`src/rtl/latch_write_arbiter.sv`:
```
// latch_write_arbiter
//   Shares one dual-register, edge-triggered latch block (12-bit data and
//   data3 registers) among NREQ writers. Requests are served round-robin, and
//   each write is sequenced as SETUP -> STROBE -> GAP so that the selected
//   strobe always shows a clean rising edge with lat_in already stable.
//
// Ports
//   clk        : system clock, all state changes on the rising edge
//   reset      : asynchronous, active-low reset
//   req        : per-requester write request (level, held until ack)
//   sel3       : per-requester target, 0 = data register, 1 = data3 register
//   wdata      : per-requester write data, requester i on wdata[12*i +: 12]
//   ack        : one-cycle pulse on the bit of the requester whose write is done
//   busy       : high while a transaction is in progress
//   grant_id   : index of the requester owning the current/last transaction
//   lat_in     : data to the latch block (holds the last written value)
//   lat_latch  : strobe for the data register
//   lat_latch3 : strobe for the data3 register
module latch_write_arbiter #(
  parameter int NREQ          = 4,
  parameter int STROBE_CYCLES = 1,
  parameter int GAP_CYCLES    = 1
) (
  input  logic                    clk,
  input  logic                    reset,
  input  logic [NREQ-1:0]         req,
  input  logic [NREQ-1:0]         sel3,
  input  logic [12*NREQ-1:0]      wdata,
  output logic [NREQ-1:0]         ack,
  output logic                    busy,
  output logic [$clog2(NREQ)-1:0] grant_id,
  output logic [11:0]             lat_in,
  output logic                    lat_latch,
  output logic                    lat_latch3
);

  localparam int DATA_W = 12;
  localparam int GW     = $clog2(NREQ);
  localparam int CMAX   = (STROBE_CYCLES > GAP_CYCLES) ? STROBE_CYCLES : GAP_CYCLES;
  localparam int CW     = $clog2(CMAX) + 1;
  localparam logic [CW-1:0] S_LAST = CW'(STROBE_CYCLES - 1);
  localparam logic [CW-1:0] G_LAST = CW'(GAP_CYCLES - 1);
  localparam logic [GW:0]   NREQ_W = (GW+1)'(NREQ);

  typedef enum logic [1:0] {
    IDLE,
    SETUP,
    STROBE,
    GAP
  } state_t;

  state_t             state, state_nx;
  logic [CW-1:0]      cnt, cnt_nx;
  logic [GW-1:0]      ptr, ptr_nx;
  logic               sel_q, sel_nx;
  logic [GW-1:0]      grant_nx;
  logic [DATA_W-1:0]  data_nx;
  logic [NREQ-1:0]    ack_nx;
  logic               busy_nx, latch_nx, latch3_nx;
  logic [NREQ-1:0]    rot;
  logic               found;
  logic [GW:0]        pick_sum;
  logic [GW-1:0]      pick;

  // Round-robin pick: rotate the request vector so bit 0 is the requester at
  // the pointer, take the lowest set bit, then map it back to an absolute index.
  always_comb begin
    rot      = NREQ'({req, req} >> ptr);
    found    = |rot;
    pick_sum = '0;
    for (int i = NREQ - 1; i >= 0; i--) begin
      if (rot[i]) pick_sum = {1'b0, ptr} + (GW+1)'(i);
    end
    if (pick_sum >= NREQ_W) pick_sum = pick_sum - NREQ_W;
    pick = pick_sum[GW-1:0];
  end

  // Next state plus the values every registered output takes in that state,
  // so outputs line up exactly with the state they describe.
  always_comb begin
    state_nx = state;
    cnt_nx   = cnt;
    ptr_nx   = ptr;
    sel_nx   = sel_q;
    grant_nx = grant_id;
    data_nx  = lat_in;
    unique case (state)
      IDLE: begin
        if (found) begin
          state_nx = SETUP;
          grant_nx = pick;
          sel_nx   = sel3[pick];
          data_nx  = wdata[DATA_W*pick +: DATA_W];
        end
      end
      SETUP: begin
        state_nx = STROBE;
        cnt_nx   = '0;
      end
      STROBE: begin
        if (cnt == S_LAST) begin
          state_nx = GAP;
          cnt_nx   = '0;
        end else begin
          cnt_nx = cnt + 1'b1;
        end
      end
      GAP: begin
        if (cnt == G_LAST) begin
          state_nx = IDLE;
          // The requester just served drops to lowest priority.
          ptr_nx   = (grant_id == GW'(NREQ - 1)) ? '0 : grant_id + 1'b1;
        end else begin
          cnt_nx = cnt + 1'b1;
        end
      end
      default: state_nx = IDLE;
    endcase

    busy_nx   = (state_nx != IDLE);
    latch_nx  = (state_nx == STROBE) && !sel_nx;
    latch3_nx = (state_nx == STROBE) && sel_nx;
    ack_nx    = '0;
    if (state_nx == GAP && cnt_nx == G_LAST) ack_nx[grant_nx] = 1'b1;
  end

  always_ff @(posedge clk or negedge reset) begin
    if (!reset) begin
      state      <= IDLE;
      cnt        <= '0;
      ptr        <= '0;
      sel_q      <= 1'b0;
      grant_id   <= '0;
      lat_in     <= '0;
      ack        <= '0;
      busy       <= 1'b0;
      lat_latch  <= 1'b0;
      lat_latch3 <= 1'b0;
    end else begin
      state      <= state_nx;
      cnt        <= cnt_nx;
      ptr        <= ptr_nx;
      sel_q      <= sel_nx;
      grant_id   <= grant_nx;
      lat_in     <= data_nx;
      ack        <= ack_nx;
      busy       <= busy_nx;
      lat_latch  <= latch_nx;
      lat_latch3 <= latch3_nx;
    end
  end

endmodule

```
`config.mk`:
```
export PLATFORM = sky130hd
export DESIGN_NAME = latch_write_arbiter
export DESIGN_NICKNAME = d
export VERILOG_FILES = /design/src/rtl/latch_write_arbiter.sv
export SDC_FILE = /design/constraint.sdc
export NUM_CORES = 1
export LEC_CHECK = 0
export ABC_AREA = 1
export CORE_MARGIN = 3
export CORE_UTILIZATION = 46
export CTS_CLUSTER_DIAMETER = 40
export CTS_CLUSTER_SIZE = 14
export DETAILED_ROUTE_END_ITERATION = 10
export PLACE_DENSITY = 0.9
export SLEW_MARGIN = 20
export SYNTH_ARGS = -nofsm -noshare
export SYNTH_HDL_FRONTEND = slang
export SYNTH_SLANG_ARGS = --single-unit
```
`constraint.sdc`:
```
create_clock -name clk -period 2.7 [get_ports clk]
set_clock_uncertainty 0.2 [all_clocks]
set_input_delay 0.54 -clock clk [delete_from_list [all_inputs] [get_ports clk]]
set_output_delay 0.54 -clock clk [all_outputs]
set_load 0.005 [all_outputs]
```
# After elaboration in Yosys (flattened, before gate mapping)
# Cells that the tools add are included.
# totals
ff_bits	27
latch_bits	0
ramBits	0
rom_bits	0
output_inout_bits	21
wordCells	63
n_memories	0
# classes
n_addsub	6
multipliers	1
div	0
n_lt_le_gt_ge	4
eq_ne	6
n_shift	2
muxes	21
bitwise_logic	2
reduce_logical	11
# ops
op	count
48-bit by 7-bit indexed part select with 12-bit output	1
2-bit two-way mux	7
3-bit two-way mux	4
2-bit equality test (second input constant)	5
2-bit case mux with 4 select lines	1
8-bit by 2-bit right shift with 4-bit output	1
2-bit by 2-bit adder with 3-bit output (second input constant)	2
2-bit by 3-bit less-than comparator with 1-bit output (second input constant)	2
1-bit two-way mux	5
1-bit logical AND	4
2-bit by 2-bit multiplier with 4-bit output (first input constant)	1
4-bit two-way mux	1
2-bit AND reduction	2
4-bit OR reduction	1
2-bit by 1-bit adder with 3-bit output (second input constant)	1
3-bit greater-or-equal comparator (second input constant)	1
2-bit by 1-bit adder with 2-bit output (second input constant)	1
1-bit binary-select mux with 2-bit select	1
1-bit demux with 2-bit select	1
2-bit by 1-bit equality test with 1-bit output (second input constant)	1
2-bit by 1-bit greater-or-equal comparator with 1-bit output (second input constant)	1
2-bit zero test	1
1-bit NOT	2
1-bit case mux with 2 select lines	1
5 further kinds	5

# Depth between registers and ports, before layout
# Gate-level depths: netlist of run 1.
# logic_depth
ltp_word	14
mapped_depth	15

# Worst setup path before layout of run 1
# No wires, ideal clock.
# synth_path
path_kind	input port to flip-flop
startpoint	input req[3]
endpoint	register lat_in[0]
setup_time_ns	0.118
t_arrival_ns	1.559
required_time_ns	2.382
setup_slack_ns	0.823
cell_stages	14
path_buffers	1
cell_sequence	inv_1 nand2_1 nand3_2 nand2_4 inv_2 nand2_2 nand2_4 nand2_8 inv_6 buf_8 nand2_1 nand3_1 nand3_1 nand2_1
# synth_via
elab_chain_cells	9
# synth_rtl
element	line	text
start: declaration	26	input logic [NREQ-1:0] req,
8-bit by 2-bit right shift with 4-bit output (*)	68	rot = NREQ'({req, req} >> ptr);
3-bit two-way mux (4 in series)	72	if (rot[i]) pick_sum = {1'b0, ptr} + (GW+1)'(i);
3-bit greater-or-equal comparator or 2-bit by 1-bit subtractor with 2-bit output (tied branches)	74	if (pick_sum >= NREQ_W) pick_sum = pick_sum - NREQ_W;
2-bit two-way mux	74	
2-bit by 2-bit multiplier with 4-bit output	93	data_nx = wdata[DATA_W*pick +: DATA_W];
48-bit by 7-bit indexed part select with 12-bit output	93	
end signal: assignment	145	lat_in <= data_nx;
end: declaration	32	output logic [11:0] lat_in,
# Mark *: on every way between the ends. The rest lies on a longest branch, timed or not.
# A chain may end at the register's enable or synchronous reset.

# Final worst setup path of run 1
# layout_path
startpoint	input req[3]
endpoint	register ack[3]
# layout_via
elab_chain_cells	14
# layout_rtl
element	line	text
8-bit by 2-bit right shift with 4-bit output (*)	68	
3-bit two-way mux (4 in series)	72	
3-bit greater-or-equal comparator or 2-bit by 1-bit subtractor with 2-bit output (tied branches)	74	
2-bit two-way mux	74	
2-bit two-way mux (*)	89	if (found) begin
2-bit two-way mux (*)	87	unique case (state)
net grant_nx[0]	56	logic [GW-1:0] grant_nx;
2-bit by 3-bit less-than comparator with 1-bit output (implied by the code) or 2-bit by 1-bit greater-or-equal comparator with 1-bit output (tied branches)	124	if (state_nx == GAP && cnt_nx == G_LAST) ack_nx[grant_nx] = 1'b1;
1-bit logical AND (implied by the code)	124	
1-bit two-way mux (implied by the code)	124	
1-bit demux with 2-bit select (*)	124	
4-bit two-way mux (*)	124	
net ack_nx[3]	58	logic [NREQ-1:0] ack_nx;
end signal: assignment	146	ack <= ack_nx;
end: declaration	29	output logic [NREQ-1:0] ack,
# Mark *: on every way through the listed nets, which the timed path passes. The rest lies on a longest branch.

==> flow_summary.json, run 1 <==
{
  "postCtsSetupBuffers": 0,
  "setup_violations": 0,
  "io-pin-count": 79,
  "synth_nets": 311,
  "crit_path_end_kind": "flop",
  "p_seq_frac": 0.223,
  "viasPerCell": 4.96,
  "drive_gt1_frac": 0.122,
  "switchingPower_mw": 1.60,
  "avgSynthCellArea_um2": 7.22,
  "netlist_instances": 252,
  "cts_resized": 0,
  "routed_wl_mm": 4.98,
  "netlist_area_um2": 1820,
  "start_util": 0.486,
  "dr.first_iter.drc_count": 222,
  "p_clk_frac": 0.068,
  "n_antenna_cell": 0,
  "yosysTopAreaCell": "dfrtp_1",
  "relSlewSlack": 0.718,
  "die_x_um": 68.9,
  "die-area_um2": 4750,
  "path_delay_family": "simple AND/OR/NAND/NOR gates",
  "cts_tree": "built",
  "synth_top_area_frac": 0.371,
  "place_hpwl_mm": 3.95,
  "fin_setup_tns_ns": 0,
  "cts_made_buffers": 3,
  "p_int_mw": 1.60,
  "pwr-share-comb": 0.708,
  "cpPeakStageDelay_ns": 0.49,
  "fmax_ghz": 0.426,
  "crit_buf_inv": 5,
  "antenna_found_initial": 0,
  "power_density_nw_per_um2": 1210,
  "drc": 0,
  "grt_max_degree": 28,
  "tightest_slew_ns": 0.419,
  "gr-total-overflow": 0,
  "fp.dieH_um": 68.9,
  "wl_per_cell_um": 13.2,
  "hold_depth": 1,
  "synth_cell_types": 29,
  "clock-root-buffer": "clkbuf_8",
  "arrival_ns": 2.30,
  "seq_area_frac_synth": 0.371,
  "r2r_cells": 12,
  "required_ns": 2.66,
  "area_growth_pct": 45.6,
  "synth_warnings": 0,
  "period_share": 0.869,
  "cts.sinks": 27,
  "grt_pass1_wl_mm": 7.47,
  "crit_cells": 14,
  "rows": 22,
  "maxCapViolations": 0,
  "rsz0062_at_grt": "false",
  "clk_latency_ns": 0.27,
  "cp_slowest_cell": "clkdlybuf4s50_1",
  "slew_violations": 0,
  "finalHoldViolCount": 0,
  "grt_usage": 0.208,
  "power_switching_share": 0.499,
  "postRouteAntennaNets": 0,
  "via_count": 1865,
  "status": "finished, final reports clean",
  "peakVddDrop_mv": 0.698,
  "min_path_type": "reg -> reg",
  "wl_met1_mm": 2.21,
  "hold_buffers": 0,
  "final_cells": 376,
  "path_clk_slew_ns": 0.08,
  "gp_congestion": 0.925,
  "htree_levels": 1,
  "fin_crit_ns": 2.35,
  "wl_met3_um": 425,
  "drt-pass1-iter-count": 4,
  "wl_met2_mm": 2.31,
  "io_buffers": 78,
  "leakage_nw": 1.28,
  "synthTopCellsByArea": "dfrtp_1, nand2_1, nand3_1",
  "ys_ff_latch": 27,
  "worstPathCellList": "clkdlybuf4s50_1 -> inv_1 -> nand2_1 -> nand3_2 -> nand2_4 -> inv_2 -> nand2_2 -> nand2_4 -> nand2_8 -> inv_6 -> o21ai_2 -> inv_2 -> nand2_1 -> nor2_1",
  "design.core.area_um2": 3740,
  "clockBufferDepth": 2,
  "num-nets-final": 388,
  "dr.max_layer_used": "met4",
  "numPlacedInstances": 372,
  "p_total_mw": 3.20,
  "cp-start-kind": "input pin",
  "critPathMaxFanout": 26,
  "crit_type": "in -> reg",
  "grt_pass1_vias": 1673
}
synth_stat cells (all sizes together):
cell type	number
ha	1
nor3	1
or2	3
buf	9
o21ai	6
inv	20
clkinv	1
nor2	13
nand3	56
xnor2	1
dfrtp	27
nand2	112
a21oi	2
logic make-up after synthesis:
logic type,Yosys count,synth area share
buffers and inverters,30,0.0942
AOI/OAI and AO/OA,8,0.0323
and+or+nand+nor,185,0.491
xor gates and xnor gates,1,0.00481
DFF,27,0.371
adders and majority gates,1,0.00687
cells in the final DEF, fill, tap and decap left out, drive strengths merged:
master	Yosys	layout
clkdlybuf4s50	0	78
a21oi	2	2
or2	3	3
clkinv	1	2
nand2	112	112
o21ai	6	6
xnor2	1	1
buf	9	3
nor2	13	13
nand3	56	56
clkbuf	0	3
ha	1	1
dfrtp	27	27
inv	20	20
nor3	1	1
routing by layer:
metal / track usage / vias to the layer above
met4: 0.0462 / 0
met5: 0 / -
li1: - / 949
met2: 0.335 / 63
met3: 0.0357 / 5
met1: 0.295 / 848
flip-flops by register name (all words and copies together) (netlist names), 2 cells and up:
name      count
lat_in       12
ack           4
grant_id      2
ptr           2
state         2
area by class of cell:
class	count	area, um^2
clock buffers	3	41.3
clock inverters	1	5.00
fillers	308	1090
inverters	21	91.3
multi-input cells	195	973
flip-flops and latches	27	676
well taps	48	60.1
repair buffers	81	803
final timing paths:
check	endpoint	slack, ns	startpoint
setup / recovery	ack[3]	0.35	req[3]
max in group asynchronous	lat_in[5]	1.63	reset
setup reg to reg	lat_latch	0.51	ptr[0]
hold reg to reg	cnt	0.28	state[1]
min in group asynchronous	lat_in[2]	0.43	reset
hold / removal	cnt	0.28	state[1]
power by group through the flow:
stage / registers [mW] / logic (mW) / clock network (mW)
2_1_floorplan: 0.703 / 1.73 / 0
3_3_place_gp: 0.720 / 2.20 / 0
3_5_place_dp: 0.720 / 2.27 / 0
4_1_cts: 0.714 / 2.28 / 0.223
5_1_grt: 0.739 / 2.56 / 0.244
6_report: 0.715 / 2.27 / 0.219
metrics by stage:
| step | util | cell area (um^2) | setup WS, ns | hold slack (ns) |
|---|---|---|---|---|
| floorplan | - | 1820 | 0.823 | 0.0444 |
| global placement | 0.696 | 2600 | 0.145 | 0.252 |
| detailed placement | 0.696 | 2600 | 0.0639 | 0.262 |
| CTS | 0.708 | 2650 | 0.357 | 0.274 |
| global route | 0.708 | 2650 | 0.175 | 0.306 |
| finish | 0.708 | 2650 | 0.354 | 0.284 |
No activity file was read; power rests on OpenSTA's default activity.
==> run 2: changes to the inputs <==
CORE_UTILIZATION = 35   (was 46)
PLACE_DENSITY = 0.72   (was 0.9)
clock period = 2.9 ns   (was 2.7 ns; I/O delays follow)
==> run 2 against run 1 <==
Non-clock buffer count shrank 1. Largest power group unchanged. Cell count rose by 4.8%. Core utilization shrank 16 points. Largest cell class unchanged. Highest routed layer unchanged. First-iteration DRC count shrank 32%. Register-to-register slack improved by 0.16 ns. Total power is 6.9% lower. Clock power is 6% lower. Critical endpoint is now lat_latch. Worst hold slack worse by 0.021 ns. Cell area up 0.71%.
==> flow_summary.json, run 2 (synthesized netlist as in run 1, its figures left out) <==
{
  "status": "finished, final reports clean",
  "gr-total-overflow": 0,
  "p_total_mw": 2.98,
  "htree_levels": 1,
  "io_buffers": 78,
  "largestRegisters": "lat_in x12, ack x4",
  "tightest_slew_ns": 0.379,
  "regArea_um2": 676,
  "routed_wl_mm": 5.01,
  "cts_tree": "built",
  "peakVddDrop_mv": 0.675,
  "clk_latency_ns": 0.27,
  "n_antenna_cell": 0,
  "die_x_um": 78.1,
  "relSlewSlack": 0.745,
  "dr.first_iter.drc_count": 150,
  "crit_type": "in -> reg",
  "area_growth_pct": 46.6,
  "fin_crit_ns": 2.39,
  "hold_buffers": 0,
  "grt_pass1_wl_mm": 8.25,
  "num-nets-final": 387,
  "arrival_ns": 2.39,
  "grt_pass1_vias": 1629,
  "setup_ws_ns": 0.511,
  "setup_violations": 0,
  "maxCapViolations": 0,
  "viasPerCell": 4.67,
  "start_util": 0.373,
  "antenna_found_initial": 0,
  "die-area_um2": 6100,
  "multi_input_area_um2": 973,
  "clock-root-buffer": "clkbuf_8",
  "crit_path_end_kind": "flop",
  "gp_congestion": 0.850,
  "grt_usage": 0.166,
  "critPathMaxFanout": 15,
  "worstPathCellList": "clkdlybuf4s50_1 -> nand2_1 -> nand2_1 -> inv_1 -> nand2_2 -> nand2_1 -> nand2_1 -> nand2_1 -> nand2_2 -> nand3_1 -> nand3_1 -> nand2_1 -> nor2_1",
  "path_clk_slew_ns": 0.09,
  "required_ns": 2.90,
  "wl_per_cell_um": 12.7,
  "period_share": 0.824,
  "slew_violations": 0,
  "leakage_nw": 1.27,
  "rsz0062_at_grt": "false",
  "fp.dieH_um": 78.1,
  "grt_max_degree": 28,
  "clockBufferDepth": 2,
  "cts_resized": 0,
  "place_ws_ns": 0.239,
  "drt-pass1-iter-count": 6,
  "final_cell_mix": "nand2_1, clkdlybuf4s50_1, nand3_1",
  "final_core_util": 0.547,
  "cp_slowest_cell": "clkdlybuf4s50_1",
  "fillers": 465,
  "io-pin-count": 79,
  "path_delay_family": "simple AND/OR/NAND/NOR gates",
  "finalHoldViolCount": 0,
  "place_hpwl_mm": 3.96,
  "largest_reg_flops": 12,
  "postCtsSetupBuffers": 0,
  "crit_buf_inv": 2,
  "drive_gt1_frac": 0.119,
  "hold_slack_ns": 0.263,
  "crit_top_cell": "nand2_1",
  "design.core.area_um2": 4880,
  "fin_setup_tns_ns": 0,
  "cp-start-kind": "input pin",
  "drc": 0,
  "cts_made_buffers": 3,
  "regMostFlops": "lat_in",
  "fmax_ghz": 0.419,
  "min_path_type": "reg -> reg",
  "cts.sinks": 27,
  "postRouteAntennaNets": 0,
  "power_density_nw_per_um2": 1120,
  "final_common_cell": "nand2_1",
  "rows": 25,
  "cpPeakStageDelay_ns": 0.47,
  "via_count": 1841
}
==> run 2: path summary, 6_finish.rpt <==
kind                          start         end  slack (ns)  cells past startpoint
hold / removal             state[1]         cnt        0.26                      1
min in group asynchronous     reset  lat_in[10]        0.49                      2
max in group asynchronous     reset      ack[0]        1.77                      2
setup reg to reg             ptr[0]   lat_latch        0.67                     12
setup / recovery             req[2]   lat_latch        0.51                     13
hold reg to reg            state[1]         cnt        0.26                      1
==> run 2: metal layers <==
metal  global-route usage  wire [um]  vias to the layer above
met5                    0          0                        -
met4               0.0315         36                        0
met3               0.0356        382                        5
met2                0.238       2180                       65
met1                0.257       2410                      822
li1                     -          -                      949
==> run 2: worst register-to-register path, cell delays in order (launching register included) <==
cell and delay, ns:
dfrtp_1 0.57, nand2_1 0.14, nand2_1 0.14, inv_1 0.06
nand2_2 0.10, nand2_1 0.07, nand2_1 0.12, nand2_1 0.09
nand2_2 0.26, nand3_1 0.14, nand3_1 0.11, nand2_1 0.08
nor2_1 0.09
==> run 2: power by group <==
| group | switching, mW | total [mW] | leakage [nW] | internal (mW) |
|---|---|---|---|---|
| sequential | 0.108 | 0.659 | 0.337 | 0.552 |
| clock | 0.107 | 0.205 | 0.0217 | 0.0972 |
| combinational | 1.28 | 2.12 | 0.909 | 0.835 |
==> run 2: cell type report <==
cell class / count / area share
sequential: 27 / 0.253
timing repair buffer: 80 / 0.298
clock buffer: 3 / 0.0155
clock inverter: 1 / 0.00281
multi-input combinational: 195 / 0.365
inverter: 21 / 0.0342
tap: 67 / 0.0314
==> run 2: metrics by stage <==
step,instance area (um^2),instances
after floorplan,1820,252
after global placement,2620,390
after detailed placement,2620,390
after CTS,2670,394
after global routing,2670,394
final,2670,394
==> run 3: changes to the inputs <==
PLACE_DENSITY = 0.75   (was 0.72)
clock period = 2 ns   (was 2.9 ns; I/O delays follow)
==> run 3 against run 2 <==
The flow now finishes with violations (negative setup slack). Die area is the same. Cell count grew 6.6%. Non-clock buffer count up 25. Critical endpoint is now lat_in[9]. Critical path type is now reg -> reg. Sequential cell count did not move. Sequential power up 44%. Highest routed layer unchanged. Clock power is 44% higher. Worst setup slack worse by 0.54 ns. First-iteration DRC count decreased by 37%. Worst hold slack better by 0.011 ns. Global-route usage rose by 1.1 points.
==> flow_summary.json, run 3 (synthesized netlist as in run 1, its figures left out) <==
{
  "grt_pass1_wl_mm": 8.87,
  "critPathMaxFanout": 7,
  "grt_max_degree": 28,
  "drive_gt1_frac": 0.334,
  "clk_latency_ns": 0.26,
  "die_x_um": 78.1,
  "num-nets-final": 413,
  "io_buffers": 78,
  "cts_tree": "built",
  "routed_wl_mm": 6.24,
  "cts.sinks": 27,
  "clock-root-buffer": "clkbuf_8",
  "worstPathCellList": "clkinv_4 -> nand2_4 -> nand3_4 -> nand2_4 -> nand2_2 -> nand2_2 -> nand2_4 -> a21oi_4 -> clkbuf_16 -> nand3_2 -> nand3_2 -> nand2_2",
  "path_clk_slew_ns": 0.08,
  "fmax_ghz": 0.493,
  "fin_crit_ns": 2.03,
  "relSlewSlack": 0.721,
  "fp.dieH_um": 78.1,
  "min_path_type": "reg -> reg",
  "drt-pass1-iter-count": 4,
  "cp-start-kind": "flop",
  "numPlacedInstances": 404,
  "largestRegisters": "lat_in x12, ack x4",
  "crit_cells": 12,
  "required_ns": 1.96,
  "setup_ws_ns": -0.0276,
  "setup_violations": 11,
  "r2r_cells": 12,
  "area_growth_pct": 80.5,
  "n_antenna_cell": 0,
  "tightest_slew_ns": 0.414,
  "final_core_util": 0.674,
  "min_from": "state[1]",
  "clockBufferDepth": 2,
  "design.core.area_um2": 4880,
  "r2r-start": "ptr[0]",
  "hold_depth": 1,
  "dr.first_iter.drc_count": 95,
  "rows": 25,
  "die-area_um2": 6100,
  "grt_usage": 0.177,
  "rsz0062_at_grt": "true",
  "peakVddDrop_mv": 0.926,
  "via_count": 2059,
  "final_cells": 420,
  "leakage_nw": 1.54,
  "grt_pass1_vias": 1850,
  "gr-total-overflow": 0,
  "place_hpwl_mm": 4.12,
  "regMostFlops": "lat_in",
  "postRouteAntennaNets": 0,
  "power_density_nw_per_um2": 1910,
  "io-pin-count": 79,
  "cpPeakStageDelay_ns": 0.46,
  "largest_reg_flops": 12,
  "crit_type": "reg -> reg",
  "status": "finished, violations left",
  "cts_made_buffers": 3,
  "htree_levels": 1,
  "slew_violations": 0,
  "crit_path_end_kind": "flop",
  "viasPerCell": 4.90,
  "arrival_ns": 1.99,
  "start_util": 0.373,
  "startpoint": "ptr[0]",
  "finalHoldViolCount": 0,
  "antenna_found_initial": 0,
  "path_delay_family": "simple AND/OR/NAND/NOR gates",
  "hold_buffers": 0,
  "maxCapViolations": 0,
  "wl_per_cell_um": 14.8,
  "crit_buf_inv": 2,
  "period_share": 1.01,
  "drc": 0,
  "cp_slowest_cell": "dfrtp_2",
  "final_cell_mix": "nand2_1, clkdlybuf4s50_1, dfrtp_1",
  "violations": "negative setup slack",
  "gp_congestion": 0.816,
  "final_common_cell": "nand2_1"
}
-- run 3: layer usage --
metal / track usage / vias up / part of all wire / routed length, um
met5: 0 / - / 0 / 0
met4: 0.0524 / 0 / 0.020 / 122
met3: 0.0390 / 12 / 0.056 / 347
met2: 0.273 / 60 / 0.49 / 3030
met1: 0.249 / 986 / 0.44 / 2730
li1: - / 1001 / - / -
-- run 3: timing repair --
action                                  in CTS  in global routing
gates resized for setup                     26                 60
gates cloned                                 2                  1
endpoints found under the setup margin      21                 21
pin swaps                                    8                 22
buffers inserted                             6                  3
-- run 3: final timing paths --
check	endpoint	slack [ns]
max	lat_in[9]	-0.03
min	cnt	0.27
max reg2reg	lat_in[9]	-0.03
min reg2reg	cnt	0.27
max in group asynchronous	ptr[0]	1.04
min in group asynchronous	lat_in[10]	0.29
-- run 3: power by group --
group          total [mW]  internal [mW]  switching [mW]
Sequential          0.951          0.802           0.148
Clock               0.295          0.139           0.156
Combinational        5.04           2.34            2.70
Total                6.29           3.28            3.01
-- run 3: final cells by class --
type,count,area (um^2)
inverters,21,105
flip-flops and latches,27,677
clock buffers,3,41.3
multi-input cells,196,1300
well taps,67,83.8
clock inverters,1,5.00
fillers,370,1590
repair buffers,105,1070
-- run 3: per-stage QoR --
stage                     setup WS (ns)  power, mW  TNS [ns]  area [um^2]  hold WS (ns)
after floorplan                   0.170       3.28         0         1820       -0.0956
after global placement           -0.366       4.39     -7.18         2750         0.244
after detailed placement         -0.412       4.47     -8.04         2750         0.257
after CTS                       -0.0133       5.43   -0.0253         2970         0.269
after global routing             -0.146       6.77     -2.16         3290         0.295
final                           -0.0276       6.29    -0.130         3290         0.274
